## src/rtl/bht_update_ctrl_pkg.sv

```systemverilog
// Shared types for the BHT update controller.
// Update request bundle and controller state encoding.
package bht_update_ctrl_pkg;

  localparam int VLEN = 64;

  typedef enum logic {
    INIT = 1'b0,
    RUN  = 1'b1
  } bht_ctrl_state_e;

  typedef struct packed {
    logic [VLEN-1:0] pc;
    logic            taken;
  } bht_upd_req_t;

endpackage

```

## src/rtl/rr_arb_onehot.sv

```systemverilog
// Round-robin arbiter with one-hot grant.
// Search starts at the pointer; pointer moves past the winner.
module rr_arb_onehot #(
  parameter int NR_REQ = 2
) (
  input  logic              clk_i,
  input  logic              rst_ni,
  input  logic [NR_REQ-1:0] req_i,
  input  logic              en_i,
  output logic [NR_REQ-1:0] gnt_o
);

  localparam int PW = (NR_REQ > 1) ? $clog2(NR_REQ) : 1;

  logic [PW-1:0] ptr_q, ptr_d;
  logic [PW-1:0] idx, win;
  logic          found;

  always_comb begin
    gnt_o = '0;
    found = 1'b0;
    win   = ptr_q;
    idx   = '0;
    for (int i = 0; i < NR_REQ; i++) begin
      idx = PW'((int'(ptr_q) + i) % NR_REQ);
      if (en_i && !found && req_i[idx]) begin
        found = 1'b1;
        win   = idx;
      end
    end
    if (found) gnt_o[win] = 1'b1;
    ptr_d = ptr_q;
    if (found) begin
      ptr_d = (win == PW'(NR_REQ - 1)) ? '0
            : win + 1'b1;
    end
  end

  always_ff @(posedge clk_i or negedge rst_ni) begin
    if (!rst_ni) ptr_q <= '0;
    else         ptr_q <= ptr_d;
  end

endmodule

```

## src/rtl/bht_update_ctrl.sv

```systemverilog
// BHT update controller: GHR, gshare indexing,
// update queue and post-reset/flush init sweep.
module bht_update_ctrl
  import bht_update_ctrl_pkg::*;
#(
  parameter  int NR_ENTRIES = 1024,
  parameter  int NR_REQ     = 2,
  parameter  int FIFO_DEPTH = 4,
  localparam int IB         = $clog2(NR_ENTRIES)
) (
  input  logic                   clk_i,
  input  logic                   rst_ni,
  input  logic                   flush_i,
  input  logic                   debug_mode_i,
  input  logic [VLEN-1:0]        vpc_i,
  output logic [IB-1:0]          pred_idx_o,
  input  logic [NR_REQ-1:0]      upd_valid_i,
  input  logic [NR_REQ*VLEN-1:0] upd_pc_i,
  input  logic [NR_REQ-1:0]      upd_taken_i,
  output logic [NR_REQ-1:0]      upd_ready_o,
  output logic                   tbl_we_o,
  output logic                   tbl_init_o,
  output logic [IB-1:0]          tbl_idx_o,
  output logic                   tbl_taken_o,
  output logic                   busy_o,
  output logic [IB-1:0]          ghr_o
);

  localparam int PTRW = $clog2(FIFO_DEPTH);
  localparam int CW   = PTRW + 1;

  bht_ctrl_state_e state_q, state_d;

  logic [IB-1:0]   sweep_q, sweep_d;
  logic [IB-1:0]   ghr_q, ghr_d;
  logic [IB-1:0]   fifo_pc_q [FIFO_DEPTH];
  logic [IB-1:0]   fifo_pc_d [FIFO_DEPTH];
  logic [FIFO_DEPTH-1:0] fifo_tk_q, fifo_tk_d;
  logic [PTRW-1:0] rd_q, rd_d;
  logic [PTRW-1:0] wr_q, wr_d;
  logic [CW-1:0]   cnt_q, cnt_d;

  logic            full, empty;
  logic            push, pop, arb_en;
  logic [NR_REQ-1:0] gnt;
  bht_upd_req_t    in_req, head;
  logic            unused_bits;

  assign full  = (cnt_q == CW'(FIFO_DEPTH));
  assign empty = (cnt_q == '0);

  // Readiness ignores the same-cycle pop and is
  // held low while reset is asserted.
  assign arb_en = rst_ni && !flush_i && !full;

  rr_arb_onehot #(
    .NR_REQ(NR_REQ)
  ) u_arb (
    .clk_i (clk_i),
    .rst_ni(rst_ni),
    .req_i (upd_valid_i),
    .en_i  (arb_en),
    .gnt_o (gnt)
  );

  assign upd_ready_o = gnt;
  assign pred_idx_o  = ghr_q ^ vpc_i[IB-1:0];
  assign ghr_o       = ghr_q;

  always_comb begin
    in_req = '0;
    for (int i = 0; i < NR_REQ; i++) begin
      if (gnt[i]) begin
        in_req.pc    = upd_pc_i[i*VLEN +: VLEN];
        in_req.taken = upd_taken_i[i];
      end
    end
  end

  always_comb begin
    head       = '0;
    head.pc    = {{(VLEN-IB){1'b0}}, fifo_pc_q[rd_q]};
    head.taken = fifo_tk_q[rd_q];
  end

  assign unused_bits = ^{vpc_i[VLEN-1:IB],
                         in_req.pc[VLEN-1:IB],
                         head.pc[VLEN-1:IB]};

  assign push = (|gnt) && !debug_mode_i;
  assign pop  = (state_q == RUN) && !empty
             && !flush_i;

  always_comb begin
    state_d = state_q;
    if (flush_i) begin
      state_d = INIT;
    end else if (state_q == INIT &&
                 sweep_q == IB'(NR_ENTRIES - 1)) begin
      state_d = RUN;
    end
  end

  always_comb begin
    fifo_pc_d = fifo_pc_q;
    fifo_tk_d = fifo_tk_q;
    rd_d      = rd_q;
    wr_d      = wr_q;
    cnt_d     = cnt_q;
    ghr_d     = ghr_q;
    sweep_d   = sweep_q;
    if (flush_i) begin
      rd_d    = '0;
      wr_d    = '0;
      cnt_d   = '0;
      ghr_d   = '0;
      sweep_d = '0;
    end else begin
      if (push) begin
        fifo_pc_d[wr_q] = in_req.pc[IB-1:0];
        fifo_tk_d[wr_q] = in_req.taken;
        wr_d            = wr_q + 1'b1;
      end
      // Index uses the pre-shift GHR.
      if (pop) begin
        rd_d  = rd_q + 1'b1;
        ghr_d = {head.taken, ghr_q[IB-1:1]};
      end
      if (push && !pop)      cnt_d = cnt_q + 1'b1;
      else if (!push && pop) cnt_d = cnt_q - 1'b1;
      sweep_d = (state_q == INIT) ? sweep_q + 1'b1
              : '0;
    end
  end

  always_comb begin
    tbl_we_o    = 1'b0;
    tbl_init_o  = 1'b0;
    tbl_idx_o   = '0;
    tbl_taken_o = 1'b0;
    busy_o      = 1'b0;
    unique case (state_q)
      INIT: begin
        tbl_we_o   = 1'b1;
        tbl_init_o = 1'b1;
        tbl_idx_o  = sweep_q;
        busy_o     = 1'b1;
      end
      RUN: begin
        if (pop) begin
          tbl_we_o    = 1'b1;
          tbl_idx_o   = ghr_q ^ head.pc[IB-1:0];
          tbl_taken_o = head.taken;
        end
      end
      default: ;
    endcase
  end

  always_ff @(posedge clk_i or negedge rst_ni) begin
    if (!rst_ni) begin
      state_q <= INIT;
    end else begin
      state_q <= state_d;
    end
  end

  always_ff @(posedge clk_i or negedge rst_ni) begin
    if (!rst_ni) begin
      for (int i = 0; i < FIFO_DEPTH; i++) begin
        fifo_pc_q[i] <= '0;
      end
      fifo_tk_q <= '0;
      rd_q      <= '0;
      wr_q      <= '0;
      cnt_q     <= '0;
      ghr_q     <= '0;
      sweep_q   <= '0;
    end else begin
      fifo_pc_q <= fifo_pc_d;
      fifo_tk_q <= fifo_tk_d;
      rd_q      <= rd_d;
      wr_q      <= wr_d;
      cnt_q     <= cnt_d;
      ghr_q     <= ghr_d;
      sweep_q   <= sweep_d;
    end
  end

endmodule
```

## config.mk

```make
export PLATFORM = sky130hd
export DESIGN_NAME = bht_update_ctrl
export DESIGN_NICKNAME = d
export VERILOG_FILES = /design/src/rtl/bht_update_ctrl_pkg.sv /design/src/rtl/rr_arb_onehot.sv /design/src/rtl/bht_update_ctrl.sv
export SDC_FILE = /design/constraint.sdc
export NUM_CORES = 1
export LEC_CHECK = 0
export ABC_AREA = 1
export BUFFER_PORTS_ARGS = -buffer_cell sky130_fd_sc_hd__buf_4
export CAP_MARGIN = 10
export CORE_MARGIN = 2
export CORE_UTILIZATION = 48
export DETAILED_ROUTE_END_ITERATION = 16
export GPL_TIMING_DRIVEN = 0
export PLACE_DENSITY = 0.87
export RECOVER_POWER = 25
export SETUP_SLACK_MARGIN = 0.15
export SYNTH_ARGS = -nofsm -noshare
export SYNTH_HDL_FRONTEND = slang
export SYNTH_HIERARCHICAL = 1
export SYNTH_SLANG_ARGS = --single-unit
```

## constraint.sdc

```tcl
create_clock -name clk_i -period 6.63 [get_ports clk_i]
set_clock_uncertainty 0.1 [all_clocks]
set_input_delay 0.9945 -clock clk_i [delete_from_list [all_inputs] [get_ports clk_i]]
set_output_delay 0.9945 -clock clk_i [all_outputs]
set_load 0.03 [all_outputs]
```

* Word-level counts from Yosys, hierarchy flattened
Index checks and enable logic that the tools add are counted.
W data, S select, Z words.
** Storage, ports and cells
- Output and inout bits :: 36
- Input port bits :: 200
- Bits in registers :: 73
- Logic and storage cells :: 109
** Operators by class
- Add/subtract/negate cells :: 7
- Reduce and logical (&&, ||, !) cells :: 28
- Order comparisons :: 10
- Bitwise logic cells :: 6
- Mux-type cells :: 44
- Eq/ne operators :: 2
** Operator list (number)
- $mux W10 :: 8
- $bwmux W40 :: 1
- $mux W11 :: 2
- $bmux W10 S2 :: 1
- $demux W10 S2 :: 1
- $pmux W10 S2 :: 1
- $xor A10 B10 Y10 :: 2
- $mux W1 :: 17
- $logic_and A1 B1 Y1 :: 14
- $add A10 B1 Y10 const B :: 1
- $eq A10 B10 Y1 const B :: 1
- $mux W2 :: 5
- $mux W3 :: 3
- $logic_not A1 Y1 :: 7
- $ge A3 B3 Y1 const B :: 2
- $lt A1 B2 Y1 const B :: 3
- $lt A2 B3 Y1 const B :: 2
- $not A2 Y3 :: 2
- $reduce_bool A2 Y1 :: 3
- $add A2 B1 Y2 const B :: 2
- $bwmux W4 :: 1
- $add A3 B1 Y3 const B :: 1
- $eq A3 B3 Y1 const B :: 1
- $logic_not A3 Y1 :: 1
- 13 further kinds :: 15

* Depth between registers and ports, before layout
- Depth after elaboration :: 21
- Mapped depth :: 20

* By module
The synthesis kept the hierarchy.
** By module, submodules not included
- bht_update_ctrl :: cells an instance 520, times used 1, area an instance 3927.5 sq um, seq. area each 1801.7 sq um
- rr_arb_onehot :: cells an instance 18, times used 1, area an instance 96.3 sq um, seq. area each 25.0 sq um

* Worst setup path before layout
No wires, ideal clock.
- Kind :: in2out
- From :: input flush_i
- To :: output tbl_idx_o[0]
- Slack :: 3375 ps
- Cell stages on the path :: 5
- Buffers on the path :: 0
- Arrival time :: 2160 ps
- Cell sequence :: inv_2 nand3_2 inv_1 o21ai_0 o21ai_0
** Between the ends
- Word-level cells in the longest chain between the ends :: 4
** Ends and longest elaborated chain
- start: declaration :: RTL line bht_update_ctrl.sv:13 : input logic flush_i,
- $logic_not A1 Y1 :: RTL line bht_update_ctrl.sv:92 : && !flush_i;
- $logic_and A1 B1 Y1 :: RTL line bht_update_ctrl.sv:92
- $mux W10 :: RTL line bht_update_ctrl.sv:150 : if (pop) begin
- $pmux W10 S2 :: RTL line bht_update_ctrl.sv:142 : unique case (state_q)
- end: declaration :: RTL line bht_update_ctrl.sv:23 : output logic [IB-1:0] tbl_idx_o,
Every way passes these cells.

* Worst setup path after layout
- From :: input rst_ni
- To :: output upd_ready_o[1]
** Between the ends
- Word-level cells in the longest chain between the ends :: 13
- Elaborated cells on any way between the ends :: 15
- Those cells by class :: order compare (2); mux (6); reduce/logical (7)
** Ends and longest elaborated chain
- start: declaration :: RTL line bht_update_ctrl.sv:12 : input logic rst_ni,
- $logic_and A1 B1 Y1 * (2 in a row) :: RTL line bht_update_ctrl.sv:54 : assign arb_en = rst_ni && !flush_i && !full;
- named net arb_en :: RTL line bht_update_ctrl.sv:44 : logic push, pop, arb_en;
- $logic_and A1 B1 Y1 :: RTL line rr_arb_onehot.sv:26 : if (en_i && !found && req_i[idx]) begin
- $mux W1 :: RTL line rr_arb_onehot.sv:26
- $logic_not A1 Y1 :: RTL line rr_arb_onehot.sv:26
- $logic_and A1 B1 Y1 (2 in a row) :: RTL line rr_arb_onehot.sv:26
- $mux W1 :: RTL line rr_arb_onehot.sv:26
- $lt A1 B2 Y1 (implied by the code) / $ge A1 B1 Y1 (equally long branches) :: RTL line rr_arb_onehot.sv:31 : if (found) gnt_o[win] = 1'b1;
- $logic_and A1 B1 Y1 (implied by the code) :: RTL line rr_arb_onehot.sv:31
- $mux W1 (implied by the code) :: RTL line rr_arb_onehot.sv:31
- $demux W1 S1
- $mux W2 * :: RTL line rr_arb_onehot.sv:31
- end: declaration :: RTL line bht_update_ctrl.sv:20 : output logic [NR_REQ-1:0] upd_ready_o,
The timed path passes the listed nets; every way through them passes the cells marked *.

==> run metrics <==
result of the run=completed; Worst setup SP type=primary input; hold bufs inserted after CTS=0; fraction of the core area covered by cells at the end of the flow=0.6027; # port buffers=73; wire length of the first global-routing pass=between 15 and 20 mm; async set or reset register ratio after synthesis=1.000; number of flip-flops and latches in the synthesized netlist=73; via count of the first global-routing pass=about 3800; clock slew at reported path FFs=roughly 70 ps; antenna violations before repair=0; number of different library cells in the post-synthesis netlist=29; Post-Synthesis Cell Area=between 4000 and 5000 um2; H-tree Lvls=3; cell mode on critical path=sky130_fd_sc_hd__nand2_1; crit path cell chain=buf_4 -> nand2_1 -> a21oi_1 -> inv_2 -> nor2_2 -> nand2_1 -> nand2_1 -> nand2_1 -> inv_1 -> buf_4; post-layout instance area=~4900 um2; slowest cell on the critical path=sky130_fd_sc_hd__buf_4; count of pins on the block boundary=around 240; count of standard-cell rows=33; area fraction of the dominant cell type after synthesis=0.4540; total nets after synthesis=between 700 and 800; Antenna Violating Nets Remaining=0; pin count of the biggest net entering global routing=75; total placed instance area=4703 um2; maximum fanout along the worst path=between 70 and 80; delay of the slowest cell on the worst path=around 670 ps; number of failing setup endpoints in the final timing report=0; peak ir drop on the vdd network=124.1 uV; clock latency at the later pin of the worst-skew pair=around 350 ps; overall global routing resource usage=0.2515; leading post-synthesis cells by instance count=sky130_fd_sc_hd__nand2_1, sky130_fd_sc_hd__dfrtp_1, sky130_fd_sc_hd__nand3_1, sky130_fd_sc_hd__o21ai_1, sky130_fd_sc_hd__inv_1; proportion of layout cells with a drive suffix above 1=0.1914; P per Cell Area=between 200 and 250 nW/um2; crit path kind=primary input to output port; number of flops mapped to enable cells by yosys=0; CTS Root Buffer Type=sky130_fd_sc_hd__clkbuf_8; first-pass iteration count of the detailed router=5; time the final worst path needs with I/O delays and setup=about 3900 ps; classification of the worst-slack hold path=flop to flop; count of buffering cells on the critical path with inverters included=4; setup bufs post-CTS=0; DRC errors left=0; core area=between 8000 and 9000 um2; count leader, synth=sky130_fd_sc_hd__nand2_1; nets=828; total clock buffers created by CTS=9; cell types occupying the most area after synthesis=sky130_fd_sc_hd__dfrtp_1, sky130_fd_sc_hd__nand2_1, sky130_fd_sc_hd__nand3_1; peak clock frequency supported by timing=approximately 0.26 GHz; largest area contributor in the synthesized netlist=sky130_fd_sc_hd__dfrtp_1; post-DR wirelength/cell=~15 um; fillcell total=about 760; per-instance average area after synthesis=about 7.5 um2; sink count of the clock tree=73; die width=around 96 um; die area=9132 um2; Leak=approximately 2.5 nW; slew margin rel.=0.3822; leading register cell type out of synthesis=sky130_fd_sc_hd__dfrtp_1; Placer Congestion=~0.86; count of final max-slew check failures=0; CTS resizes=0; sequential share of the synthesized area=0.4540; via count normalized by instance count=5.355; remaining global-route overflow=0; worst-margin pin slew=around 900 ps; RSZ-0062 raised after global routing=false; Maximum Capacitance Violations=0; Detailed Place HPWL=about 8.3 mm; synthesized netlist cell count=538; number of hold violations in the final report=0; antenna fix cells=0; Final Cycle Share=0.5900; number of buffers on the longest clock path=2; CP required=~5500 ps; effective utilization at floorplan=0.4922; total vias in the final route=about 3900; clock tree from TritonCTS=done; warnings from Yosys=6; DRC marker count from the first detailed-route iteration=about 280; area grow syn2layout=22.45%; CP top delay family=buffers and inverters; setup TNS=0 ps; WP data arrival=approximately 2800 ps; total wire length after detailed routing=around 11 mm; DIE HEIGHT=around 96 um; endpoint kind of the worst setup timing path=output port
## kinds of logic (layout without fill, tap and decap cells)
kind of cell | count (synthesis) | in the layout | share of synthesized area
AOI/OAI and AO/OA | 103 | 103 | 0.1350
buffers and inverters | 73 | 162 | 0.08271
xor gates and xnor gates | 11 | 11 | 0.02394
DFF | 73 | 73 | 0.4540
and+or+nand+nor | 272 | 272 | 0.2839
adders and majority gates | 6 | 6 | 0.02052
## placed cells by master, fill, tap and decap left out, types with 2 or more instances in the layout
cell / count
sky130_fd_sc_hd__a21oi_1: 18
sky130_fd_sc_hd__buf_1: 4
sky130_fd_sc_hd__buf_2: 8
sky130_fd_sc_hd__buf_4: 77
sky130_fd_sc_hd__buf_6: 4
sky130_fd_sc_hd__bufinv_16: 2
sky130_fd_sc_hd__clkbuf_1: 7
sky130_fd_sc_hd__clkbuf_8: 10
sky130_fd_sc_hd__dfrtp_1: 73
sky130_fd_sc_hd__ha_1: 5
sky130_fd_sc_hd__inv_1: 40
sky130_fd_sc_hd__inv_2: 6
sky130_fd_sc_hd__nand2_1: 192
sky130_fd_sc_hd__nand3_1: 41
sky130_fd_sc_hd__nor2_1: 20
sky130_fd_sc_hd__nor2_2: 3
sky130_fd_sc_hd__nor2_4: 3
sky130_fd_sc_hd__nor3_1: 8
sky130_fd_sc_hd__o21ai_0: 23
sky130_fd_sc_hd__o21ai_1: 41
sky130_fd_sc_hd__o22ai_1: 19
sky130_fd_sc_hd__xor2_1: 10
## per-layer routing
| layer | share of wire | up-vias | wire (um) | global-route usage |
|---|---|---|---|---|
| met1 | 0.42 | 1817 | 4494 | 0.3214 |
| li1 | - | 1909 | - | - |
| met2 | 0.48 | 178 | 5082 | 0.4184 |
| met4 | 0.033 | 0 | 350 | 0.1048 |
| met3 | 0.072 | 16 | 768 | 0.04743 |
| met5 | 0 | - | 0 | 0 |
## tightest hold or removal path, stage by stage, from the launching register on
cell	delay (ps)
sky130_fd_sc_hd__dfrtp_1	350
sky130_fd_sc_hd__o21ai_1	60
sky130_fd_sc_hd__nand2_1	50
## flip-flops by register name, indices dropped and copies added, names as in the netlist
register and cells:
cnt_q 3, ghr_o 10, state_q 1, fifo_pc_q 40
sweep_q 10, fifo_tk_q 4, u_arb/ptr_q 1, rd_q 2
wr_q 2
## metrics by stage
| step | worst slack, ps | std cells | hold WS, ps | total power [mW] |
|---|---|---|---|---|
| after floorplan | 3375 | 538 | 342.2 | 0.6893 |
| after global placement | 2579 | 716 | 358.4 | 0.7641 |
| after detailed placement | 2455 | 716 | 366.5 | 0.7810 |
| after CTS | 2688 | 732 | 383.6 | 1.173 |
| after global routing | 2425 | 732 | 407.1 | 1.241 |
| final | 2718 | 732 | 384.2 | 1.172 |
## power breakdown
part	internal [mW]	leakage, nW	switching, mW
combinational	0.0952	1.41	0.171
sequential	0.484	1.00	0.0246
clock	0.223	0.113	0.173
total	0.803	2.52	0.369
## area by class of cell
type	count	area [um2]	area share
plain buffers	27	160.2	0.03250
clock inverters	6	90.09	0.01828
multi-input cells	392	1864	0.3784
well taps	105	131.4	0.02666
flip-flops and latches	73	1827	0.3707
clock buffers	10	137.6	0.02793
repair buffers	73	544.3	0.1105
inverters	46	172.7	0.03504
## path summary, 6_finish.rpt
path / cells after the start / slack (ps) / start / end
setup / recovery: 10 / 2720 / rst_ni / upd_ready_o[1]
hold / removal: 2 / 380 / fifo_pc_q[8]$_DFFE_PN0P_ / fifo_pc_q[8]$_DFFE_PN0P_
setup reg to reg: 17 / 3890 / cnt_q[2]$_DFFE_PN0P_ / cnt_q[2]$_DFFE_PN0P_
hold reg to reg: 2 / 380 / fifo_pc_q[8]$_DFFE_PN0P_ / fifo_pc_q[8]$_DFFE_PN0P_
max in group asynchronous: 1 / 5140 / rst_ni / ghr_o[2]$_DFFE_PN0P_
min in group asynchronous: 1 / 650 / rst_ni / sweep_q[7]$_DFF_PN0_
No activity file was read; power rests on OpenSTA's default activity.
